## src/rtl/mux_reg_scan_ctrl.sv

```systemverilog
// Scan-side controller for the MUX_REG_8x8 test port: one START swaps the whole
// chain, shifting WR_DATA in through TD while the old contents are captured from TQ.
module mux_reg_scan_ctrl #(
  parameter int CHAIN_LEN = 64,
  parameter int CNT_W     = 8
) (
  input  logic                 CLK,
  input  logic                 RESET_N,
  input  logic                 START,
  input  logic [CHAIN_LEN-1:0] WR_DATA,
  output logic [CHAIN_LEN-1:0] RD_DATA,
  output logic                 BUSY,
  output logic                 DONE,
  output logic                 TC,
  output logic                 TD,
  input  logic                 TQ
);

  typedef enum logic [1:0] {
    ST_IDLE,
    ST_SHIFT,
    ST_DONE
  } state_t;

  localparam logic [CNT_W-1:0] LAST_CNT = CNT_W'(CHAIN_LEN - 1);

  state_t               state_q;
  logic                 tc_q;
  logic [CHAIN_LEN-1:0] shift_q;
  logic [CNT_W-1:0]     cnt_q;

  always_ff @(posedge CLK or negedge RESET_N) begin
    if (!RESET_N) begin
      state_q <= ST_IDLE;
      tc_q    <= 1'b0;
      shift_q <= '0;
      cnt_q   <= '0;
    end else begin
      case (state_q)
        ST_IDLE: begin
          if (START) begin
            shift_q <= WR_DATA;
            cnt_q   <= '0;
            tc_q    <= 1'b1;
            state_q <= ST_SHIFT;
          end
        end
        ST_SHIFT: begin
          shift_q <= {TQ, shift_q[CHAIN_LEN-1:1]};
          // Hold the counter on the final shift so it never passes CHAIN_LEN-1.
          if (cnt_q == LAST_CNT) begin
            tc_q    <= 1'b0;
            state_q <= ST_DONE;
          end else begin
            cnt_q <= cnt_q + 1'b1;
          end
        end
        ST_DONE: begin
          state_q <= ST_IDLE;
        end
        default: begin
          state_q <= ST_IDLE;
          tc_q    <= 1'b0;
        end
      endcase
    end
  end

  assign TC      = tc_q;
  assign TD      = shift_q[0];
  assign RD_DATA = shift_q;
  assign DONE    = (state_q == ST_DONE);
  assign BUSY    = (state_q != ST_IDLE);

endmodule

```

## config.mk

```make
export PLATFORM = sky130hd
export DESIGN_NAME = mux_reg_scan_ctrl
export DESIGN_NICKNAME = d
export VERILOG_FILES = /design/src/rtl/mux_reg_scan_ctrl.sv
export SDC_FILE = /design/constraint.sdc
export NUM_CORES = 1
export LEC_CHECK = 0
export CAP_MARGIN = 5
export CORE_AREA = 2 2 77 108
export CTS_CLUSTER_SIZE = 8
export DETAILED_ROUTE_END_ITERATION = 10
export DIE_AREA = 0 0 79 110
export PLACE_DENSITY = 0.86
export SYNTH_ARGS = -nofsm -noshare
export SYNTH_HDL_FRONTEND = slang
export SYNTH_SLANG_ARGS = --single-unit
```

## constraint.sdc

```tcl
create_clock -name CLK -period 3.35 [get_ports CLK]
set_input_delay 0.5025 -clock CLK [delete_from_list [all_inputs] [get_ports CLK]]
set_output_delay 0.5025 -clock CLK [all_outputs]
set_load 0.02 [all_outputs]
```

==> flow_summary.json <==
{
  "status": "complete, no violations",
  "drt-met1-wl_mm": 3.36,
  "postLayoutCellArea_sq_mm": 0.00506,
  "max_stage_delay_ns": 0.55,
  "antenna_cells": 0,
  "viasPerCell": 5.11,
  "drt_pass1_iterations": 5,
  "crit_slowest_cell": "clkdlybuf4s50_1",
  "worstSkewPairLatency_ns": 0.35,
  "regToRegSetupSlack_ns": 1.35,
  "instances_no_fill": 568,
  "crit_path_max_fanout": 7,
  "avgSynthCellArea_sq_um": 10.4,
  "num_rows": 38,
  "vias": 2902,
  "die_height_um": 110,
  "fmax_ghz": 0.457,
  "ctsResizeCount": 0,
  "yosysWarnings": 0,
  "port-buffer-count": 135,
  "synth_fp_nets": 408,
  "synthCells": 339,
  "synth_async_sr_flop_share_pct": 100,
  "power_density_mw_per_mm2": 872,
  "grt_setup_unrepaired": "no",
  "maxCapViolCount": 0,
  "final_antenna_net_count": 0,
  "antenna_found_initial": 0,
  "overflow": 0,
  "cts_buffers": 9,
  "period_share_pct": 65.3,
  "hold_buffers": 0,
  "synth_area_leader_cell": "dfrtp_1",
  "dieArea_sq_mm": 0.00869,
  "slew_headroom_pct": 38.6,
  "r2r_cells": 5,
  "seq_area_frac_synth_pct": 53.5,
  "ir_worst_vdd_mv": 0.470,
  "finalSetupTns_ns": 0,
  "grt_pass1_vias": 2711,
  "endpoint_kind": "output pin",
  "syn-cell-area_sq_mm": 0.00351,
  "post_drt_wl_per_cell_um": 14.8,
  "gp_congestion": 0.782,
  "grt_max_degree": 76,
  "period_minus_slack_ns": 2.19,
  "clk_pin_slew_worst_paths_ns": 0.07,
  "clock_sinks": 75,
  "path_class": "reg -> out",
  "critPathArrivalTime_ns": 1.68,
  "drive_gt1_share_pct": 4.49,
  "synth_top_area_share_pct": 53.5,
  "cts_tree": "built",
  "r2r_start": "state_q[0]",
  "route.met2.wl_mm": 4.28,
  "worstMarginPinSlew_ns": 0.922,
  "nets": 532,
  "r2r_end": "cnt_q[7]",
  "die_w_um": 79,
  "post-route-drc-count": 0,
  "hp-class": "in -> async",
  "clock_path_buffers": 2,
  "area_delta_synth_final_pct": 44.3,
  "yosys-top-cells-area": "dfrtp_1, mux2i_1, o21ai_0, nand2_1, buf_4",
  "hold_violations": 0,
  "p_leak_uw": 0.00239,
  "highest_layer": "met4",
  "ios": 136,
  "placed_area_sq_mm": 0.00488,
  "cp-start-kind": "register",
  "ys_ff_latch": 75,
  "drt-initial-drc-count": 202,
  "core-area_sq_mm": 0.00770,
  "clock-root-buffer": "clkbuf_8",
  "dp_hpwl_mm": 6.06,
  "synth-main-ff-cell": "dfrtp_1",
  "placedCellCount": 552,
  "htree_levels": 3,
  "worstPathRequired_ns": 2.85,
  "maxSlewViolCount": 0,
  "routed-wl-met3_um": 423,
  "fin_skew_ns": 0.00815,
  "wirelength_mm": 8.41,
  "yosysUniqueCellTypes": 28,
  "setup_viol": 0,
  "crit_chain": "or2_2 > clkdlybuf4s50_1",
  "cts_setup_buffers": 0,
  "grt_usage_pct": 19.7,
  "grt_first_pass_wirelength_mm": 13.3,
  "start_util_pct": 45.6,
  "synth_edf_count": 0
}
## logic make-up (layout without fill, tap and decap cells)
group | count (synthesis) | count (layout) | share of synthesized area (%)
adder cells (fa/ha/maj) | 1 | 1 | 0.356
flip-flops | 75 | 75 | 53.5
AND/OR/NAND/NOR | 86 | 86 | 9.98
buffers and inverters | 28 | 157 | 4.67
AO/OA/AOI/OAI | 85 | 85 | 13.3
multiplexers | 64 | 64 | 18.3
## Yosys cell counts (all sizes together), types with 2 or more instances
library cell and n:
and3 3, nand3 2, buf 12, nor2 4, inv 3, a31oi 2
nand2 73, o41ai 2, clkbuf 13, o21ai 74, dfrtp 75, o31ai 2
mux2i 64
## how the worst max path moves through the flow
stage                     startpoint          end  slack, ns  depth (start not counted)
after floorplan             cnt_q[0]     cnt_q[3]       1.81                          6
after global placement    state_q[1]  RD_DATA[27]       1.41                          4
after detailed placement       START  RD_DATA[43]       1.36                          4
after CTS                 state_q[0]         BUSY       1.14                          2
after global routing      state_q[0]         BUSY       1.11                          2
final                     state_q[0]         BUSY       1.16                          2
## registers in the layout, summed over array words and instances, names as in the netlist
register	flops
RD_DATA	64
cnt_q	8
state_q	2
TC	1
## cell type report
cell class / instances / area (sq um)
timing repair buffer: 138 / 1380
inverter: 3 / 11.3
clock buffer: 14 / 153
sequential: 75 / 1880
tap: 100 / 125
multi-input combinational: 236 / 1480
fill: 650 / 2640
clock inverter: 2 / 35.0
## stage by stage
stage | hold slack (ns) | util [%] | setup slack (ns) | total power, uW
after CTS | 0.315 | 65.7 | 1.14 | 4470
final | 0.277 | 65.7 | 1.16 | 4410
after global routing | 0.370 | 65.7 | 1.11 | 4700
after floorplan | 0.207 | - | 1.81 | 2690
after global placement | 0.469 | 63.3 | 1.41 | 3700
after detailed placement | 0.492 | 63.3 | 1.36 | 3780
## cell usage in the layout, fill, tap and decap left out
cell type / count
a31oi_1: 2
dfrtp_1: 75
o31ai_1: 2
o41ai_2: 1
nand2b_1: 1
o32ai_1: 1
and3_1: 3
nand3_1: 2
mux2i_1: 64
and4bb_2: 1
o31a_1: 1
ha_1: 1
bufinv_16: 1
a31o_1: 1
buf_4: 3
a21oi_1: 1
clkinv_2: 1
o41ai_1: 1
clkbuf_1: 4
o21ai_0: 72
nand2_1: 73
buf_12: 1
inv_1: 3
or2_2: 1
clkbuf_8: 10
o21ai_1: 2
o21bai_4: 1
nor2_1: 4
clkdlybuf4s50_1: 134
and2b_4: 1
## critical path, delay by kind of cell, from the launching register on
kind	cells	cell delay (ns)
and+or+nand+nor	1	0.32
DFF	1	0.47
buffers and inverters	1	0.55
## where the power goes
group / internal, uW / switching, uW
Clock: 365 / 309
Sequential: 1340 / 380
Combinational: 1020 / 997
## metal layers
metal  track usage [%]  vias up
li1                  -     1423
met1              24.0     1350
met2              32.9      104
met3              3.50       25
met4              11.6        0
met5                 0        -
Power figures use the tool's default switching activity.
